[src/rtl/button_conditioner.sv]
// button_conditioner: per-button sync, debounce and press/rel/rpt pulses; ports clk, rst (sync active-low), btn raw pads, level, press, rel (release pulse), rpt (auto-repeat pulse)
module button_conditioner #(
  parameter int NUM_BTN = 5,
  parameter int DEBOUNCE_CYCLES = 1000000,
  parameter int REPEAT_DELAY = 50000000,
  parameter int REPEAT_PERIOD = 10000000,
  parameter int CNT_W = 26
) (
  input  logic               clk,
  input  logic               rst,
  input  logic [NUM_BTN-1:0] btn,
  output logic [NUM_BTN-1:0] level,
  output logic [NUM_BTN-1:0] press,
  output logic [NUM_BTN-1:0] rel,
  output logic [NUM_BTN-1:0] rpt
);
  localparam logic [CNT_W-1:0] DB_LAST = CNT_W'(DEBOUNCE_CYCLES - 1);
  localparam logic [CNT_W-1:0] RD_LAST = CNT_W'(REPEAT_DELAY - 1);
  localparam logic [CNT_W-1:0] RD_RELOAD = CNT_W'(REPEAT_DELAY - REPEAT_PERIOD);
  localparam bit RPT_EN = REPEAT_DELAY != 0;
  logic [NUM_BTN-1:0] s1, s2;
  always_ff @(posedge clk)
    if (!rst) begin
      s1 <= '0;
      s2 <= '0;
    end else begin
      s1 <= btn;
      s2 <= s1;
    end
  for (genvar i = 0; i < NUM_BTN; i++) begin : g_ch
    logic [CNT_W-1:0] dcnt, rcnt;
    logic lv, pr, rl, rp, commit;
    assign commit = s2[i] != lv && dcnt == DB_LAST;
    always_ff @(posedge clk)
      if (!rst) begin
        dcnt <= '0;
        rcnt <= '0;
        lv <= 1'b0;
        pr <= 1'b0;
        rl <= 1'b0;
        rp <= 1'b0;
      end else begin
        dcnt <= (s2[i] == lv || commit) ? '0 : dcnt + 1'b1;
        lv <= commit ? s2[i] : lv;
        pr <= commit && s2[i];
        rl <= commit && !s2[i];
        rp <= RPT_EN && lv && !commit && rcnt == RD_LAST;
        rcnt <= (!RPT_EN || !lv || commit) ? '0 : rcnt == RD_LAST ? RD_RELOAD : rcnt + 1'b1;
      end
    assign level[i] = lv;
    assign press[i] = pr;
    assign rel[i] = rl;
    assign rpt[i] = rp;
  end
endmodule

[config.mk]
export PLATFORM = sky130hd
export DESIGN_NAME = button_conditioner
export DESIGN_NICKNAME = d
export VERILOG_FILES = /design/src/rtl/button_conditioner.sv
export SDC_FILE = /design/constraint.sdc
export NUM_CORES = 1
export LEC_CHECK = 0
export CAP_MARGIN = 20
export CORE_MARGIN = 4
export CORE_UTILIZATION = 67
export DETAILED_ROUTE_END_ITERATION = 6
export HOLD_SLACK_MARGIN = 0.06
export PLACE_DENSITY = 0.95
export SYNTH_ARGS = -nofsm -noshare
export SYNTH_HDL_FRONTEND = slang
export SYNTH_SLANG_ARGS = --single-unit
export TNS_END_PERCENT = 20
[constraint.sdc]
create_clock -name clk -period 6.25 [get_ports clk]
set_input_delay 0.625 -clock clk [delete_from_list [all_inputs] [get_ports clk]]
set_output_delay 0.625 -clock clk [all_outputs]
set_load 0.02 [all_outputs]
Yosys cells after proc, flatten, opt, wreduce, memory -nomap -nowiden
Cells that the tools add are included.
{"block": "word_totals", "memories": 0, "out_inout_bits": 20, "reg_bits": 290, "mem_bits_rw": 0, "input_bits": 7, "mem_bits_ro": 0, "wordCells": 138, "latch_bits": 0}
{"block": "op_classes", "multipliers": 0, "bitwise": 1, "div": 0, "eq_ne": 20, "n_addsub": 10, "shift": 0, "order_cmp": 0, "n_mux": 5, "n_reduce_logical": 65}
{"operator": "26-bit by 1-bit adder with 26-bit output (second input constant)", "count": 10}
{"operator": "26-bit by 20-bit equality test with 1-bit output (second input constant)", "count": 5}
{"operator": "26-bit equality test (second input constant)", "count": 5}
{"operator": "26-bit two-way mux", "count": 5}
{"operator": "1-bit logical AND", "count": 25}
{"operator": "2-bit OR reduction", "count": 10}
{"operator": "1-bit zero test", "count": 15}
{"operator": "3-bit OR reduction", "count": 5}
{"operator": "1-bit logical OR", "count": 10}
{"operator": "1-bit equality test", "count": 5}
{"operator": "1-bit != test", "count": 5}
{"operator": "1-bit NOT", "count": 1}

Longest topological paths before layout
Gate-level depths: netlist (run 1).
{"block": "depth", "word_depth": 5, "mapped_depth": 7, "mapped_depth_nobuf": 5}

Least setup slack after synthesis (run 1)
No wires, ideal clock.
{"block": "synth_path", "path_kind": "flip-flop to flip-flop", "start": "reg g_ch[1].rcnt[0]", "end": "reg g_ch[1].rcnt[24]", "n_path_buf": 0, "t_arrival_ns": 1.997, "t_required_ns": 6.164, "setup_time_ns": 0.086, "synth_period_minus_slack_ns": 2.084, "stages_incl_launch_ff": 6, "setup_slack_ns": 4.166, "cell_sequence": "dfxtp_1 -> ha_1 -> nand4_1 -> or4_4 -> or4_1 -> a211oi_1"}
{"block": "synth_between", "elab_chain_cells": 2, "elab_cells_between_ends": 3, "classes_between": "add/sub (1); eq/ne (1); reduce/logical (1)"}
{"item": "start: declaration", "line_no": "31", "text": "logic [CNT_W-1:0] dcnt, rcnt;"}
{"item": "start signal: assignment", "line_no": "48", "text": "rcnt <= (!RPT_EN || !lv || commit) ? '0 : rcnt == RD_LAST ? RD_RELOAD : rcnt + 1'b1;"}
{"item": "branches (longest 2 deep; another with 26-bit by 1-bit adder with 26-bit output)"}
Parallel ways; which one is timed is not known.
A chain may end at the register's enable or synchronous reset.

Worst setup path after layout (run 1)
{"block": "layout_path", "start": "reg g_ch[3].rcnt[3]", "end": "reg g_ch[3].rcnt[23]"}
{"block": "layout_between", "elab_chain_cells": 2, "elab_cells_between_ends": 3, "classes_between": "add/sub (1); eq/ne (1); reduce/logical (1)"}
{"item": "start: declaration", "line_no": "31"}
{"item": "start signal: assignment", "line_no": "48"}
{"item": "branches (longest 2 deep; another with 26-bit by 1-bit adder with 26-bit output)"}
Parallel ways; which one is timed is not known.

==> results of run 1 <==
[worst max-delay path, stage by stage (launching register included)]
cell	delay, ns
dfxtp_1	0.43
nand4_1	0.39
or4_1	0.85
or4_1	0.55
a211oi_1	0.24
[per-stage QoR]
step / util / total power [mW]
after floorplan: - / 1.91
after global placement: 0.698 / 1.92
after detailed placement: 0.698 / 1.92
after CTS: 0.754 / 3.86
after global routing: 0.757 / 3.94
final: 0.757 / 3.85
[final timing paths]
check / cells past startpoint / endpoint / from
worst max-delay path: 4 / g_ch[3].rcnt[23] / g_ch[3].rcnt[3]
worst min-delay path: 1 / s2[0] / s1[0]
worst max register to register: 4 / g_ch[3].rcnt[23] / g_ch[3].rcnt[3]
worst min register to register: 1 / s2[0] / s1[0]
[sequential cells by signal, indices dropped and copies added (netlist names)]
register,flops
g_ch.rcnt,130
g_ch.rp,5
s1,5
g_ch.pr,5
s2,5
g_ch.dcnt,130
g_ch.lv,5
g_ch.rl,5
[power groups by stage]
stage | clock, mW | sequential, mW | combinational (mW)
after floorplan | 0 | 1.90 | 0.0121
after global placement | 0 | 1.90 | 0.0193
after detailed placement | 0 | 1.90 | 0.0198
after CTS | 1.99 | 1.86 | 0.0207
after global routing | 2.06 | 1.85 | 0.0246
final | 1.97 | 1.86 | 0.0227
[per-layer routing]
layer  up-vias  GRT usage  share of wire
met5         -          0              0
met4         0      0.103          0.031
met3       102     0.0337          0.049
met2       419      0.485           0.52
met1      5655      0.314           0.40
li1       5615          -              -
[placed cells by master, fill, tap and decap left out, drive strengths merged, types with 15 or more instances in the layout]
cell type      netlist  routed
a211oi              36      36
a21oi               86      86
and2                19      19
and3                21      21
and4                22      22
buf                 40      15
clkbuf              41      40
clkdlybuf4s50        0      26
dfxtp              290     290
inv                 42      43
nand2               83      83
nand3               83      83
nand4               83      83
nor2               108     108
nor3                80      80
nor4                42      42
o21ai               60      60
o31ai               53      53
or3                 63      63
or4                 73      73
xnor2               76      76
xor2                57      57
[cell type report]
type	count	area [µm²]	share of cell area
sequential	290	5810	0.393
inverter	42	158	0.0107
multi-input combinational	1103	6980	0.472
timing repair buffer	41	417	0.0282
clock inverter	13	249	0.0168
clock buffer	40	847	0.0573
tap	265	332	0.0224
[cells by family (layout without fill, tap and decap cells)]
kind of cell / after synthesis / count (layout) / synth area share
AO/OA/AOI/OAI: 248 / 248 / 0.122
XOR/XNOR: 133 / 133 / 0.0873
adder cells (fa/ha/maj): 10 / 10 / 0.00938
buffers and inverters: 123 / 136 / 0.0428
flip-flops: 290 / 290 / 0.435
AND/OR/NAND/NOR: 712 / 712 / 0.303
==> results.txt, run 1 <==
Fin worst setup slack: 3.70 ns
Hold-fix buffers, CTS: 0
Die ar.: 22200 µm²
Max IR drop VDD: 0.000259 V
CTS tree: yes
DP Wirelength: 18300 µm
RSZ-0062 raised after global routing: no
Top FF cell, synth: dfxtp_1
Grt ovf: 0
Worst Hold Slack: 0.425 ns
Syn-to-layout area delta: 10.8%
# DRC: 0
Final Hold Vio Count: 0
Netlist cell types: 46
Gate power share: 0.006
Commonest cells post-synth: dfxtp_1, nor2_1, a21oi_1, nand2_1, nand4_1
Critical path peak fanout: 12
Vias in the first global route: 11200
First-pass GRT wire length: 51000 µm
Final Setup Violations: 0
Synthesized cell area: 13300 µm²
Post-DRT Antenna Nets: 0
Seq cells post-synth: 290
Crit path launch type: flip-flop
Worst hold path type: flip-flop to flip-flop
Gr usage total: 0.265
Max-Cap Viols: 0
Sequential fraction of the synthesis area: 0.435
Num CTS Buffers: 29
Die Ht: 149 µm
Total negative slack: 0 ns
PwrDens: 260 nW/µm²
Slew @ Worst Pin: 0.879 ns
Nature of the critical path endpoint: flip-flop
Worst rel slew slack: 0.409
Post-synth EDFFs: 0
Synth top area cells: dfxtp_1, xnor2_1, or4_1, nand4_1, xor2_1
Worst Skew: 0.0166 ns
Syn Area/Cell: 8.80 µm²
Cell Count, Final, Fillers Out: 1794
# diodes: 0
Clk sink count: 290
Sequential share of power: 0.482
Outcome: completed
Net Switching: 753 µW
Rows: 51
Vias: 11800
Max-slew violation count: 0
Required time worst endpoint: 6.71 ns
Nets: 1524
Initial Util: 0.683
Post-cts sizing count: 0
Post-Place Worst Slack: 3.25 ns
Via/cell ratio: 6.57
Wire per inst: 16.9 µm
FMAX: 0.392 GHz
P_leak: 4.05 nW
Clock-pin slew on the worst setup and hold paths: 0.06 ns
Clock Path Buffers: 3
Chip width: 149 µm
1st-iter DRT viols: 943
Drt total wl: 30300 µm
Post-synth top area cell: dfxtp_1
Worst-Skew Late Latency: 0.55 ns
Clock H-tree levels: 1
Largest net degree at the start of global routing: 29
IO Count: 27
Placed insts: 1738
Root Buffer: clkbuf_16
Placer congestion estimate: 0.861
I/O Buffers: 26
Setup bufs post-CTS: 0
Clk network pwr share: 0.512
Antenna violations before repair: 0
Drt pass-1 iters: 6
Count leader, synth: dfxtp_1
Sw Ratio: 0.196
Fin area: 14800 µm²
Mapped Nets: 1533
Filler cells: 1254
Synth warn: 0
Tmin final: 2.55 ns
CORE AREA: 19500 µm²
Area share of the largest cell type after synthesis: 0.435
Placed Instance Area: 13600 µm²
Period utilization: 0.408
Internal power: 3.10 mW
Layout cells sized above 1: 0.0641
Worst EP arrival: 3.01 ns
Reg2reg setup slack: 3.70 ns
Async S/R FF share, synth: 0
Crit path kind: flip-flop to flip-flop
Cell count after synthesis: 1516
Note: power is estimated with default switching activity, not from simulation.
==> inputs of run 2 (changes only) <==
Settings changed: CORE_UTILIZATION 67 to 62, PLACE_DENSITY 0.95 to 0.89.
Clock period 6.25 ns to 2.4 ns, I/O delays scaled along.
==> run 2 against run 1 <==
Effect of this change: register-to-register slack worse by 3.5 ns; via count is 3.4% lower; clock-buffer cell count is 4 higher; maximum frequency is 14% higher; highest routed layer unchanged.
==> results.txt, run 2 (same netlist as run 1, synthesis figures left out) <==
Worst hold path type: input pin to flip-flop
Gr usage total: 0.222
CORE AREA: 21100 µm²
Clock-pin slew on the worst setup and hold paths: 0.06 ns
Antenna violations before repair: 0
Met3 Usage GRT: 0.0322
Busiest layer in global routing: met2
Drt pass-1 iters: 6
Final Setup Violations: 0
Post-cts sizing count: 0
FMAX: 0.445 GHz
GR Util met2: 0.378
P_leak: 4.08 nW
Crit path launch type: flip-flop
Worst Hold Slack: 0.272 ns
Clk sink count: 290
Top flop regs: g_ch.dcnt: 130 flops, g_ch.rcnt: 130 flops
Initial Util: 0.633
Fin area: 14800 µm²
Placer congestion estimate: 0.841
Placed Instance Area: 13800 µm²
Commonest non-fill, non-tap cells in the layout: dfxtp_1, nor2_1, a21oi_1
Routing usage on met1: 0.290
Largest net degree at the start of global routing: 29
Worst EP arrival: 2.71 ns
Crit path kind: flip-flop to flip-flop
Critical path peak fanout: 11
Cell Count, Final, Fillers Out: 1818
IO Count: 27
Wire per inst: 15.0 µm
1st-iter DRT viols: 736
PwrDens: 656 nW/µm²
Grt ovf: 0
Worst Skew: 0.0122 ns
Slew @ Worst Pin: 0.747 ns
Outcome: completed
CTS tree: yes
Num CTS Buffers: 30
Via/cell ratio: 6.26
Worst rel slew slack: 0.502
# diodes: 0
Vias: 11400
Most common cell after layout, fill and taps aside: dfxtp_1
DP Wirelength: 17800 µm
Setup bufs post-CTS: 0
Die Ht: 155 µm
Period utilization: 0.936
Rows: 53
Die ar.: 23900 µm²
Hold-fix buffers, CTS: 0
Max-slew violation count: 0
Nature of the critical path endpoint: flip-flop
Fin worst setup slack: 0.154 ns
Vias in the first global route: 10700
Drt total wl: 27200 µm
# DRC: 0
Clock Path Buffers: 3
First-pass GRT wire length: 47400 µm
Worst-Skew Late Latency: 0.56 ns
Placed insts: 1762
Clock H-tree levels: 1
Final Hold Vio Count: 0
Max IR drop VDD: 0.000707 V
RSZ-0062 raised after global routing: no
Post-DRT Antenna Nets: 0
Hold path start: btn[1]
Max-Cap Viols: 0
Origin of the worst setup path: g_ch[2].rcnt[0]
FF-to-FF Start: g_ch[2].rcnt[0]
Post-Place Worst Slack: 0.160 ns
Filler cells: 1555
Nets: 1536
Syn-to-layout area delta: 11.0%
Chip width: 155 µm
Root Buffer: clkbuf_16
Required time worst endpoint: 2.87 ns
Tmin final: 2.25 ns
Total negative slack: 0 ns
I/O Buffers: 26
Layout cells sized above 1: 0.0719
-- run 2: worst max-delay path, cell delays in order (launching register included) --
cell	delay (ns)
dfxtp_1	0.35
ha_1	0.23
nand4_1	0.18
or4_1	0.69
or4_1	0.46
a211oi_1	0.24
-- run 2: path summary, 6_finish.rpt --
path              cells after the start                to  slack [ns]
setup / recovery                      5  g_ch[2].rcnt[18]        0.15
setup reg to reg                      5  g_ch[2].rcnt[18]        0.15
hold / removal                        2             s1[1]        0.27
hold reg to reg                       1             s2[0]        0.44
-- run 2: layout make-up --
cell class                 instances  area [µm²]  share of cell area
inverter                          42         158              0.0106
sequential                       290        5810               0.392
timing repair buffer              52         468              0.0316
multi-input combinational       1103        6980               0.471
clock buffer                      44         915              0.0618
tap                              275         344              0.0232
clock inverter                    12         135             0.00913
-- run 2: power breakdown --
group | total (mW) | leakage, nW | switching [mW] | internal [mW]
logic | 0.0569 | 1.22 | 0.0336 | 0.0233
clock network | 4.82 | 0.529 | 1.87 | 2.95
registers | 4.83 | 2.34 | 0.00986 | 4.82
total | 9.71 | 4.08 | 1.92 | 7.79
-- run 2: through the flow --
step           power (mW)   util
3_3_place_gp         4.99  0.652
6_report             9.71  0.702
5_1_grt              9.98  0.702
2_1_floorplan        4.97      -
4_1_cts              9.79  0.702
3_5_place_dp         5.00  0.652
-- run 2: per-layer routing --
metal  part of all wire  up-vias
li1                   -     5638
met1               0.45     5428
met2               0.48      273
met3              0.045       47
met4              0.019        0
met5                  0        -
==> inputs of run 3 (changes only) <==
Settings changed: PLACE_DENSITY 0.89 to 0.88.
==> run 3 against run 2 <==
Effect of this change: routed wire length is 1.2% higher; clock skew is 0.0017 ns lower; total power is 6.9% higher; utilization is 0.98 points higher; via count is 0.47% lower; die area stayed put; final area is 1.4% higher; critical endpoint is now g_ch[1].rcnt[16]; largest cell class unchanged; largest power group is now the clock network.
==> results.txt, run 3 (same netlist as run 1, synthesis figures left out) <==
Clock Path Buffers: 3
First-pass GRT wire length: 48200 µm
Hold endpoint: s1[1]
Die ar.: 23900 µm²
Max IR drop VDD: 0.000713 V
Crit path kind: flip-flop to flip-flop
Nets: 1543
Nature of the critical path endpoint: flip-flop
Worst hold path type: input pin to flip-flop
Worst reg2reg path endpoint: g_ch[1].rcnt[16]
Slew @ Worst Pin: 0.731 ns
Fin area: 15000 µm²
Drt pass-1 iters: 5
Vias in the first global route: 10800
FF-to-FF Start: g_ch[1].rcnt[0]
Worst-Skew Late Latency: 0.55 ns
RSZ-0062 raised after global routing: no
CTS tree: yes
FMAX: 0.443 GHz
Setup bufs post-CTS: 0
Grt ovf: 0
Max-slew violation count: 0
Hold path start: btn[1]
Post-DRT Antenna Nets: 0
Clock-pin slew on the worst setup and hold paths: 0.06 ns
1st-iter DRT viols: 772
Worst Skew: 0.0105 ns
Fin worst setup slack: 0.141 ns
Hold Path Cell Cnt: 2
Outcome: completed
Vias: 11300
Worst rel slew slack: 0.512
Layout cells sized above 1: 0.0787
Root Buffer: clkbuf_16
Critical path peak fanout: 6
Worst EP arrival: 2.71 ns
Die Ht: 155 µm
IO Count: 27
Hold-fix buffers, CTS: 0
Required time worst endpoint: 2.86 ns
Tmin final: 2.26 ns
Final Setup Violations: 0
# DRC: 0
CORE AREA: 21100 µm²
Commonest non-fill, non-tap cells in the layout: dfxtp_1, nor2_1, a21oi_1
Crit path launch type: flip-flop
Period utilization: 0.941
I/O Buffers: 26
Placed Instance Area: 13800 µm²
Clock H-tree levels: 1
Most common cell after layout, fill and taps aside: dfxtp_1
Initial Util: 0.633
Antenna violations before repair: 0
Reg2reg setup slack: 0.14 ns
Max-Cap Viols: 0
Post-Place Worst Slack: 0.136 ns
Chip width: 155 µm
Largest net degree at the start of global routing: 29
Gr usage total: 0.226
Rows: 53
# diodes: 0
Drt total wl: 27500 µm
Wire per inst: 15.1 µm
FF-to-FF path depth: 5
DP Wirelength: 17800 µm
Num CTS Buffers: 31
Via/cell ratio: 6.21
Clk sink count: 290
PwrDens: 691 nW/µm²
Final Hold Vio Count: 0
Placer congestion estimate: 0.879
Syn-to-layout area delta: 12.5%
Total negative slack: 0 ns
P_leak: 4.16 nW
Total power: 10.4 mW
Top flop regs: g_ch.dcnt: 130 flops, g_ch.rcnt: 130 flops
[run 3: changes by cell type in the layout (fill, tap and decap cells not counted), sizes merged]
cell      change
buf           +6
bufinv        +7
clkbuf       -10
clkinv        -2
clkinvlp      +6
[run 3: layout make-up]
| type | count | area [µm²] |
|---|---|---|
| clock inverters | 23 | 388 |
| inverters | 42 | 158 |
| fillers | 1527 | 6080 |
| flip-flops and latches | 290 | 5810 |
| multi-input cells | 1103 | 6980 |
| well taps | 275 | 344 |
| repair buffers | 58 | 526 |
| clock buffers | 34 | 807 |
[run 3: per-layer routing]
metal  vias up  part of all wire  global-route usage
met4         0             0.021              0.0631
met5         -                 0                   0
met1      5383              0.44               0.296
li1       5647                 -                   -
met2       246              0.49               0.392
met3        57             0.041              0.0327
[run 3: repair_timing]
| item | in CTS | in global routing |
|---|---|---|
| endpoints found under the hold margin | 0 | 0 |
| resized for setup | 0 | 1 |
| endpoints found under the setup margin | 0 | 1 |
[run 3: worst max-delay path: stages (launching register included)]
cell	delay, ns
dfxtp_1	0.41
ha_1	0.26
nand4_1	0.18
or4_1	0.68
or3_1	0.37
a211oi_1	0.26
[run 3: worst max-delay path by stage]
stage / end / from / cells after the start
global placement: g_ch[1].rcnt[24] / g_ch[1].rcnt[0] / 5
CTS: g_ch[3].rcnt[24] / g_ch[3].rcnt[0] / 5
floorplan: g_ch[1].rcnt[24] / g_ch[1].rcnt[0] / 5
global route: g_ch[1].rcnt[16] / g_ch[1].rcnt[0] / 5
finish: g_ch[1].rcnt[16] / g_ch[1].rcnt[0] / 5
detailed placement: g_ch[1].rcnt[24] / g_ch[1].rcnt[0] / 5
[run 3: stage by stage]
step                      hold WS, ns  cells  utilization
after floorplan                 0.367   1516            -
after global placement          0.418   1768        0.655
after CTS                       0.257   1825        0.712
after detailed placement        0.426   1768        0.655
after global routing            0.271   1825        0.712
final                           0.273   1825        0.712
[run 3: power by group]
group | switching [mW] | internal [mW] | total [mW]
Clock | 1.99 | 3.50 | 5.49
Sequential | 0.00969 | 4.82 | 4.83
Combinational | 0.0342 | 0.0235 | 0.0577
Total | 2.03 | 8.35 | 10.4
